**config.mk**
```make
export PLATFORM = sky130hd
export DESIGN_NAME = register_writeback
export DESIGN_NICKNAME = d
export VERILOG_FILES = /design/src/rtl/regfile_pkg.sv /design/src/rtl/wb_load_queue.sv /design/src/rtl/register_writeback.sv
export SDC_FILE = /design/constraint.sdc
export NUM_CORES = 1
export LEC_CHECK = 0
export ABC_AREA = 0
export CAP_MARGIN = 20
export CORE_ASPECT_RATIO = 0.6
export CORE_MARGIN = 5
export CORE_UTILIZATION = 40
export CTS_CLUSTER_SIZE = 20
export DETAILED_ROUTE_END_ITERATION = 8
export PLACE_DENSITY = 0.71
export RECOVER_POWER = 50
export SLEW_MARGIN = 20
export SYNTH_ARGS = -nofsm -noshare
export SYNTH_HDL_FRONTEND = slang
export SYNTH_SLANG_ARGS = --single-unit
```
**constraint.sdc**
```tcl
create_clock -name i_clk -period 2.6 [get_ports i_clk]
set_input_delay 0.52 -clock i_clk [delete_from_list [all_inputs] [get_ports i_clk]]
set_output_delay 0.52 -clock i_clk [all_outputs]
set_load 0.05 [all_outputs]
```
**src/rtl/regfile_pkg.sv**
```systemverilog
// Shared types and sizing for the register file write-back path.
package regfile_pkg;

  localparam int unsigned NUM_REGS = 16;
  localparam int unsigned REG_W    = 4;
  localparam int unsigned DATA_W   = 32;

  typedef enum logic [1:0] {
    SRC_NONE   = 2'd0,
    SRC_ALU    = 2'd1,
    SRC_QUEUE  = 2'd2,
    SRC_DIRECT = 2'd3
  } wb_src_e;

  typedef struct packed {
    logic [REG_W-1:0]  rd;
    logic [DATA_W-1:0] data;
  } wb_entry_t;

endpackage

```
**src/rtl/wb_load_queue.sv**
```systemverilog
// Small synchronous FIFO holding load results that lost write-port arbitration.
module wb_load_queue
  import regfile_pkg::*;
#(
  parameter int unsigned DEPTH = 4
) (
  input  logic                       i_clk,
  input  logic                       i_reset,
  input  logic                       i_push,
  input  wb_entry_t                  i_push_data,
  input  logic                       i_pop,
  output wb_entry_t                  o_head,
  output logic                       o_full,
  output logic                       o_empty,
  output logic [$clog2(DEPTH):0]     o_count
);

  localparam int unsigned PTR_W = $clog2(DEPTH);
  localparam int unsigned CNT_W = PTR_W + 1;

  wb_entry_t        r_mem [DEPTH];
  logic [PTR_W-1:0] r_wr_ptr;
  logic [PTR_W-1:0] r_rd_ptr;
  logic [CNT_W-1:0] r_count;

  logic w_push_ok;
  logic w_pop_ok;

  assign o_full    = (r_count == CNT_W'(DEPTH));
  assign o_empty   = (r_count == '0);
  assign o_count   = r_count;
  assign o_head    = r_mem[r_rd_ptr];
  assign w_push_ok = i_push && !o_full;
  assign w_pop_ok  = i_pop && !o_empty;

  // Storage carries no reset; validity is tracked by the count alone.
  always_ff @(posedge i_clk) begin
    if (w_push_ok) begin
      r_mem[r_wr_ptr] <= i_push_data;
    end
  end

  always_ff @(posedge i_clk) begin
    if (i_reset) begin
      r_wr_ptr <= '0;
      r_rd_ptr <= '0;
      r_count  <= '0;
    end else begin
      if (w_push_ok) begin
        r_wr_ptr <= r_wr_ptr + PTR_W'(1);
      end
      if (w_pop_ok) begin
        r_rd_ptr <= r_rd_ptr + PTR_W'(1);
      end
      case ({w_push_ok, w_pop_ok})
        2'b10:   r_count <= r_count + CNT_W'(1);
        2'b01:   r_count <= r_count - CNT_W'(1);
        default: r_count <= r_count;
      endcase
    end
  end

endmodule

```
**src/rtl/register_writeback.sv**
```systemverilog
// Merges ALU and load results onto the register file write port and tracks pending loads.
module register_writeback
  import regfile_pkg::*;
#(
  parameter int unsigned LQ_DEPTH = 4
) (
  input  logic                i_clk,
  input  logic                i_reset,
  input  logic                i_alu_valid,
  input  logic [REG_W-1:0]    i_alu_rd,
  input  logic [DATA_W-1:0]   i_alu_data,
  input  logic                i_load_valid,
  input  logic [REG_W-1:0]    i_load_rd,
  input  logic [DATA_W-1:0]   i_load_data,
  output logic                o_load_ready,
  input  logic                i_issue_valid,
  input  logic [REG_W-1:0]    i_issue_rd,
  output logic [NUM_REGS-1:0] o_busy,
  output logic                o_we,
  output logic [REG_W-1:0]    o_ws,
  output logic [DATA_W-1:0]   o_wd,
  output logic                o_hazard_err
);

  localparam int unsigned CNT_W = $clog2(LQ_DEPTH) + 1;

  logic                r_we;
  logic                r_we_load;
  logic [REG_W-1:0]    r_ws;
  logic [DATA_W-1:0]   r_wd;
  logic [NUM_REGS-1:0] r_busy;
  logic                r_hazard_err;

  wb_src_e             w_sel;
  wb_entry_t           w_wr_entry;
  wb_entry_t           w_load_entry;
  wb_entry_t           w_q_head;
  logic                w_q_full;
  logic                w_q_empty;
  logic [CNT_W-1:0]    w_q_count;
  logic                w_load_fire;
  logic                w_push;
  logic                w_pop;
  logic [NUM_REGS-1:0] w_busy_nxt;
  logic                w_hazard_nxt;

  // Ready depends only on reset and the registered queue occupancy.
  assign o_load_ready = !i_reset && !w_q_full;
  assign w_load_fire  = i_load_valid && o_load_ready;
  assign w_load_entry = '{rd: i_load_rd, data: i_load_data};

  assign w_push = w_load_fire && (w_sel != SRC_DIRECT);
  assign w_pop  = (w_sel == SRC_QUEUE);

  wb_load_queue #(
    .DEPTH (LQ_DEPTH)
  ) u_load_queue (
    .i_clk       (i_clk),
    .i_reset     (i_reset),
    .i_push      (w_push),
    .i_push_data (w_load_entry),
    .i_pop       (w_pop),
    .o_head      (w_q_head),
    .o_full      (w_q_full),
    .o_empty     (w_q_empty),
    .o_count     (w_q_count)
  );

  // Source priority: ALU, then oldest queued load, then a load that bypasses the queue.
  always_comb begin
    w_sel      = SRC_NONE;
    w_wr_entry = '{rd: i_alu_rd, data: i_alu_data};
    if (i_alu_valid) begin
      w_sel = SRC_ALU;
    end else if (!w_q_empty) begin
      w_sel      = SRC_QUEUE;
      w_wr_entry = w_q_head;
    end else if (w_load_fire) begin
      w_sel      = SRC_DIRECT;
      w_wr_entry = w_load_entry;
    end
  end

  // Clear follows the load write on the port; a same-cycle issue to that register wins.
  always_comb begin
    w_busy_nxt = r_busy;
    if (r_we && r_we_load) begin
      w_busy_nxt[r_ws] = 1'b0;
    end
    if (i_issue_valid) begin
      w_busy_nxt[i_issue_rd] = 1'b1;
    end
  end

  always_comb begin
    w_hazard_nxt = r_hazard_err;
    if (i_alu_valid && r_busy[i_alu_rd]) begin
      w_hazard_nxt = 1'b1;
    end
    if (i_issue_valid && r_busy[i_issue_rd]) begin
      w_hazard_nxt = 1'b1;
    end
    if (w_load_fire && !r_busy[i_load_rd]) begin
      w_hazard_nxt = 1'b1;
    end
  end

  always_ff @(posedge i_clk) begin
    if (i_reset) begin
      r_we         <= 1'b0;
      r_we_load    <= 1'b0;
      r_ws         <= '0;
      r_wd         <= '0;
      r_busy       <= '0;
      r_hazard_err <= 1'b0;
    end else begin
      r_we         <= (w_sel != SRC_NONE);
      r_we_load    <= (w_sel == SRC_QUEUE) || (w_sel == SRC_DIRECT);
      if (w_sel != SRC_NONE) begin
        r_ws <= w_wr_entry.rd;
        r_wd <= w_wr_entry.data;
      end
      r_busy       <= w_busy_nxt;
      r_hazard_err <= w_hazard_nxt;
    end
  end

  assert property (@(posedge i_clk) disable iff (i_reset) w_q_count <= CNT_W'(LQ_DEPTH));

  assign o_we         = r_we;
  assign o_ws         = r_ws;
  assign o_wd         = r_wd;
  assign o_busy       = r_busy;
  assign o_hazard_err = r_hazard_err;

endmodule

```
==> results_dict.tcl, run 1 <==
set metrics [dict create \
    rr_worst_depth 5 \
    finalCritPeriodShare 0.9211 \
    wl_met1_mm 10.49 \
    pwr-share-clk 0.307 \
    wl_met2_mm 9.211 \
    worst_setup_path_end_kind "output pin" \
    die-area_um2 25060 \
    cts_resized 0 \
    timing_worst_slew_pin_value_ns 0.9634 \
    drt-pass1-iter-count 5 \
    final-setup-viol-count 0 \
    cts_root_buffer "clkbuf_16" \
    n_fill_cell 1732 \
    area_growth_pct 29.18 \
    grt_first_pass_wirelength_mm 34.96 \
    synthDistinctLibCells 39 \
    worstSetupPathType "flop to output pin" \
    multi_input_area_um2 2969 \
    post-route-util 0.5316 \
    netlist_area_um2 8761 \
    p_leak_nw 3.809 \
    final_antenna_net_count 0 \
    drc 0 \
    ys_ff_latch 208 \
    routed.top_layer "met5" \
    r2r_setup_slack_ns 0.21 \
    relSlewSlack 0.3577 \
    io_buffers 135 \
    num-nets-final 884 \
    hold_depth 3 \
    layout-drive-gt1-share 0.1443 \
    final_cell_mix "144 x edfxtp_1, 95 x clkdlybuf4s50_1, 94 x nand2_1" \
    irDropWorstVdd_v 0.0005791 \
    grt_remaining_overflow 0 \
    crit_family "buffers and inverters" \
    synthXorXnorAreaFrac 0.004999 \
    crit_required_ns 2.08 \
    dieHeight_um 124.6 \
    ys_async_sr_fraction 0 \
    final_cells 1092 \
    power_frac_comb 0.294 \
    place_area_um2 10650 \
    path_depth 1 \
    syn_nets 735 \
    place_congestion 0.8927 \
    wire_per_inst_um 20.26 \
    hpwl_mm 14.91 \
    h-tree-depth 1 \
    p_int_mw 6.772 \
    ctsHoldBuffers 0 \
    synthSimpleGateAreaFrac 0.09069 \
    antenna_found_initial 4 \
    power_density_nw_per_um2 876.8 \
    rr_startpoint "u_load_queue.o_count[2]" \
    synth_cells 648 \
    synth-seq-area-share 0.6398 \
    grt_max_degree 65 \
    holdPathEnd "r_we_load" \
    finClkSkew_ns 0.01027 \
    path_cells "clkdlybuf4s50_1" \
    track_usage 0.1735 \
    synth_flop_cell "edfxtp_1" \
    wl_met3_mm 2.105 \
    initial_core_util 0.4115 \
    cts_buffers 20 \
    cpPeakStageDelay_ns 0.87 \
    synth_enable_flop_cells 144 \
    cap_violations 0 \
    maxSlewViolCount 0 \
    post_cts_buffers 0 \
    fin_crit_ns 2.395 \
    status "finished clean" \
    synth_top_family_by_area "multiplexers" \
    crit_arrival_ns 1.87 \
    vias 5906 \
    yosysWarnings 0 \
    power.switching_mw 3.151 \
    crit_fanout 7 \
    clk_path_buf_depth 3 \
    hold_start "i_reset" \
    routed_wl_mm 22.12 \
    swShare 0.3176 \
    mostFrequentLayoutCell "edfxtp_1" \
    muxShareOfSynthArea 0.1561 \
    coreArea_um2 21290 \
    clkLatencyLatePin_ns 0.49 \
    rsz0062_at_grt "no" \
    path_clk_slew_ns 0.06 \
    cts_tree "built" \
    synth-adder-area-share 0.009426 \
    seqPwrFrac 0.399 \
    dp_cells 1054 \
    pin_count 136 \
    viasPerCell 5.408 \
    synth.avg_cell_area_um2 13.52 \
    r2r_end "u_load_queue.r_mem[2][11]" \
    first_iter_violations 585 \
    die_w_um 201.1 \
    total_power_mw 9.923 \
    design_area_um2 11320 \
    hold_class "primary input to flop" \
    slowest_stage "clkdlybuf4s50_1" \
    synth_compound_area_frac 0.07555 \
    hold_viol_final 0 \
    rows 41 \
    timing.fmax_mhz 417.6 \
    cp-start-kind "flop" \
    area.sequential_um2 5608 \
    cp_num_buf_inv 1 \
    clock-sinks 208 \
    grt_pass1_vias 5965 \
]
==> synth_stat cells, types with 2 or more instances <==
| cell type | instances | area share |
|---|---|---|
| xnor2_1 | 2 | 0.0020 |
| xor2_1 | 3 | 0.0030 |
| o21ai_0 | 16 | 0.0091 |
| nand3_1 | 4 | 0.0023 |
| mux2i_1 | 23 | 0.026 |
| nor3b_1 | 2 | 0.0017 |
| a211oi_1 | 12 | 0.010 |
| nor2_1 | 41 | 0.018 |
| edfxtp_1 | 144 | 0.49 |
| a22oi_1 | 3 | 0.0026 |
| mux2_1 | 2 | 0.0026 |
| ha_1 | 5 | 0.0071 |
| buf_1 | 7 | 0.0030 |
| mux4_2 | 46 | 0.12 |
| nand4_1 | 3 | 0.0021 |
| nor2b_1 | 3 | 0.0021 |
| buf_2 | 5 | 0.0029 |
| a21oi_1 | 56 | 0.032 |
| nand2b_1 | 6 | 0.0043 |
| nor3_1 | 23 | 0.013 |
| mux4_1 | 3 | 0.0090 |
| clkbuf_1 | 28 | 0.012 |
| nand2_1 | 94 | 0.040 |
| inv_1 | 7 | 0.0030 |
| dfxtp_1 | 64 | 0.15 |
| o21ai_1 | 26 | 0.015 |
| or3_1 | 3 | 0.0021 |
| and3_1 | 6 | 0.0043 |
==> power groups by stage <==
| stage | Sequential, mW | Clock [mW] | Combinational (mW) |
|---|---|---|---|
| 6_report | 3.96 | 3.05 | 2.91 |
| 5_1_grt | 3.98 | 3.25 | 3.18 |
| 4_1_cts | 3.96 | 3.10 | 2.97 |
| 3_5_place_dp | 4.03 | 0 | 2.96 |
| 3_3_place_gp | 4.03 | 0 | 2.92 |
| 2_1_floorplan | 4.43 | 0 | 1.53 |
==> worst max-delay path by stage <==
| stage | from | slack [ns] | end |
|---|---|---|---|
| 4_1_cts | o_ws[3] | 0.20 | o_ws[3] |
| 2_1_floorplan | i_alu_valid | 0.23 | u_load_queue.r_mem[0][0] |
| 3_5_place_dp | i_issue_rd[0] | -0.17 | o_hazard_err |
| 5_1_grt | u_load_queue.o_count[2] | 0.06 | o_wd[21] |
| 3_3_place_gp | i_issue_rd[0] | -0.16 | o_hazard_err |
| 6_report | o_ws[3] | 0.21 | o_ws[3] |
==> stage by stage <==
stage	hold WS [ns]	setup WS, ns	TNS [ns]
floorplan	0.4692	0.2322	0
global placement	0.4965	-0.1560	-0.1560
detailed placement	0.5023	-0.1682	-0.1682
CTS	0.4387	0.2006	0
global route	0.4688	0.06489	0
finish	0.4452	0.2052	0
==> cells by family after synthesis <==
kind of cell / Yosys count
XOR/XNOR: 5
AND/OR/NAND/NOR: 186
flip-flops: 208
buffers and inverters: 50
AO/OA/AOI/OAI: 119
adder cells (fa/ha/maj): 6
multiplexers: 74
==> state kept, by name, indices dropped and copies added, names as in the netlist, named ones only <==
name / cells
o_ws: 4
o_wd: 32
o_we: 1
u_load_queue.r_mem: 144
u_load_queue.r_wr_ptr: 2
u_load_queue.r_rd_ptr: 2
u_load_queue.o_count: 3
o_hazard_err: 1
r_we_load: 1
o_busy: 16
==> cell type report <==
| cell class | instances | share of cell area |
|---|---|---|
| Sequential cell | 208 | 0.4955 |
| Multi-Input combinational cell | 390 | 0.2624 |
| Timing Repair Buffer | 169 | 0.1472 |
| Clock buffer | 27 | 0.05019 |
| Tap cell | 279 | 0.03085 |
| Clock inverter | 9 | 0.01083 |
| Inverter | 8 | 0.002653 |
| Antenna cell | 2 | 0.0004422 |
==> layer usage <==
layer,up-vias,track usage
met2,241,0.2460
met5,-,0
met4,6,0.02588
met1,2892,0.2649
met3,34,0.05699
li1,2733,-
Note: power is estimated with default switching activity, not from simulation.
==> run 2, diff against run 1 <==
--- a/config.mk
+++ b/config.mk
@@ -12,7 +12,7 @@
 export CORE_UTILIZATION = 40
 export CTS_CLUSTER_SIZE = 20
 export DETAILED_ROUTE_END_ITERATION = 8
-export PLACE_DENSITY = 0.71
+export PLACE_DENSITY = 0.68
 export RECOVER_POWER = 50
 export SLEW_MARGIN = 20
 export SYNTH_ARGS = -nofsm -noshare
==> constraint.sdc (replaced) <==
create_clock -name i_clk -period 2.9 [get_ports i_clk]
set_input_delay 0.58 -clock i_clk [delete_from_list [all_inputs] [get_ports i_clk]]
set_output_delay 0.58 -clock i_clk [all_outputs]
set_load 0.05 [all_outputs]
==> results_dict.tcl, run 2 (synthesis results as in run 1) <==
set metrics [dict create \
    status "finished clean" \
    routed_wl_mm 22.42 \
    grt_first_pass_wirelength_mm 34.81 \
    final_cell_mix "144 x edfxtp_1, 96 x clkdlybuf4s50_1, 94 x nand2_1" \
    initial_core_util 0.4115 \
    final-setup-viol-count 0 \
    num-nets-final 874 \
    cts_resized 0 \
    hold_depth 1 \
    rsz0062_at_grt "no" \
    rr_startpoint "u_load_queue.o_count[2]" \
    maxSlewViolCount 0 \
    irDropWorstVdd_v 0.0003822 \
    clk_path_buf_depth 3 \
    pin_count 136 \
    cts_tree "built" \
    antenna_found_initial 4 \
    n_fill_cell 1765 \
    power.switching_mw 2.827 \
    viasPerCell 5.400 \
    timing.fmax_mhz 382.8 \
    r2r_setup_slack_ns 0.41 \
    power_frac_comb 0.294 \
    relSlewSlack 0.3910 \
    r2r_end "u_load_queue.r_mem[3][10]" \
    die-area_um2 25060 \
    hold_class "flop to flop" \
    worstSetupPathType "flop to output pin" \
    swShare 0.3252 \
    crit_family "buffers and inverters" \
    final_antenna_net_count 0 \
    path_clk_slew_ns 0.06 \
    area.sequential_um2 5608 \
    tns_ns 0 \
    largest_register_ffs 144 \
    rr_worst_depth 5 \
    hold_viol_final 0 \
    grt_remaining_overflow 0 \
    drt-pass1-iter-count 5 \
    p_int_mw 5.865 \
    post_cts_buffers 0 \
    seqPwrFrac 0.413 \
    timing_worst_slew_pin_value_ns 0.9136 \
    cpPeakStageDelay_ns 0.82 \
    grt_max_degree 54 \
    area_growth_pct 27.25 \
    pwr-share-clk 0.294 \
    io_buffers 135 \
    mostFrequentLayoutCell "edfxtp_1" \
    holdPathEnd "o_hazard_err" \
    cp_num_buf_inv 1 \
    first_iter_violations 475 \
    ctsHoldBuffers 0 \
    finalCritPeriodShare 0.9009 \
    coreArea_um2 21290 \
    place_congestion 0.9126 \
    vias 5843 \
    worst_setup_path_end_kind "output pin" \
    path_cells "nor2_1 > a21oi_1 > clkdlybuf4s50_1" \
    power_density_nw_per_um2 779.6 \
    crit_required_ns 2.32 \
    final_cells 1082 \
    grt_pass1_vias 5808 \
    track_usage 0.1753 \
    regMostFlops "u_load_queue.r_mem" \
    cts_root_buffer "clkbuf_16" \
    crit_fanout 5 \
    multi_input_area_um2 2963 \
    drc 0 \
    clock-sinks 208 \
    rows 41 \
    hold_start "o_hazard_err" \
    cp-start-kind "flop" \
    cts_buffers 21 \
    p_leak_nw 3.725 \
    finClkSkew_ns 0.01511 \
    wire_per_inst_um 20.72 \
    layout-drive-gt1-share 0.1347 \
    fin_crit_ns 2.613 \
    clkLatencyLatePin_ns 0.50 \
    dieHeight_um 124.6 \
    crit_arrival_ns 2.03 \
    slowest_stage "clkdlybuf4s50_1" \
    die_w_um 201.1 \
    hpwl_mm 15.09 \
    cap_violations 0 \
    h-tree-depth 1 \
    dp_cells 1043 \
]
[run 2: final cells by class]
type / count / area share
tap: 279 / 0.03131
antenna: 1 / 0.0002245
multi-input combinational: 390 / 0.2658
timing repair buffer: 158 / 0.1391
clock inverter: 12 / 0.008193
inverter: 8 / 0.002694
sequential: 208 / 0.5030
clock buffer: 26 / 0.04972
[run 2: how the worst max path moves through the flow]
stage | end | slack (ns) | startpoint | cells after the start
2_1_floorplan | u_load_queue.r_mem[0][0] | 0.1 | i_alu_valid | 5
3_3_place_gp | o_hazard_err | 0.04 | i_issue_rd[0] | 6
3_5_place_dp | o_hazard_err | 0.006 | i_issue_rd[0] | 6
4_1_cts | o_load_ready | 0.23 | u_load_queue.o_count[0] | 3
5_1_grt | o_load_ready | 0.12 | u_load_queue.o_count[0] | 3
6_report | o_load_ready | 0.29 | u_load_queue.o_count[0] | 3
[run 2: worst reg2reg max path, cell delays in order, from the launching register on]
cell and delay (ns):
dfxtp_1 0.48, nor3_1 0.17, nand2b_1 0.12, clkbuf_1 0.69, and3_2 0.32, clkbuf_2 0.36
[run 2: stage by stage]
stage                     power, mW  area (um2)  setup slack (ns)  hold slack, ns  utilization
after floorplan               5.339        8761           0.09559          0.4692            -
after global placement        6.230       10530           0.04398          0.4625       0.4948
after detailed placement      6.254       10530          0.005510          0.4656       0.4948
after CTS                     8.812       11180            0.2329          0.4718       0.5251
after global routing          9.156       11150            0.1190          0.4940       0.5237
final                         8.692       11150            0.2873          0.4791       0.5237
[run 2: power groups by stage]
stage                     Clock, mW  Sequential, mW  Combinational [mW]
after floorplan                   0            3.97                1.37
after global placement            0            3.65                2.58
after detailed placement          0            3.65                2.60
after CTS                      2.61            3.59                2.61
after global routing           2.74            3.62                2.79
final                          2.55            3.59                2.55
[run 2: routing by layer]
layer	vias to the layer above	track usage	wire length, um
met5	-	0	34
met2	237	0.2519	9498
met4	6	0.02911	313
met1	2849	0.2668	10570
met3	34	0.05308	2004
li1	2717	-	-
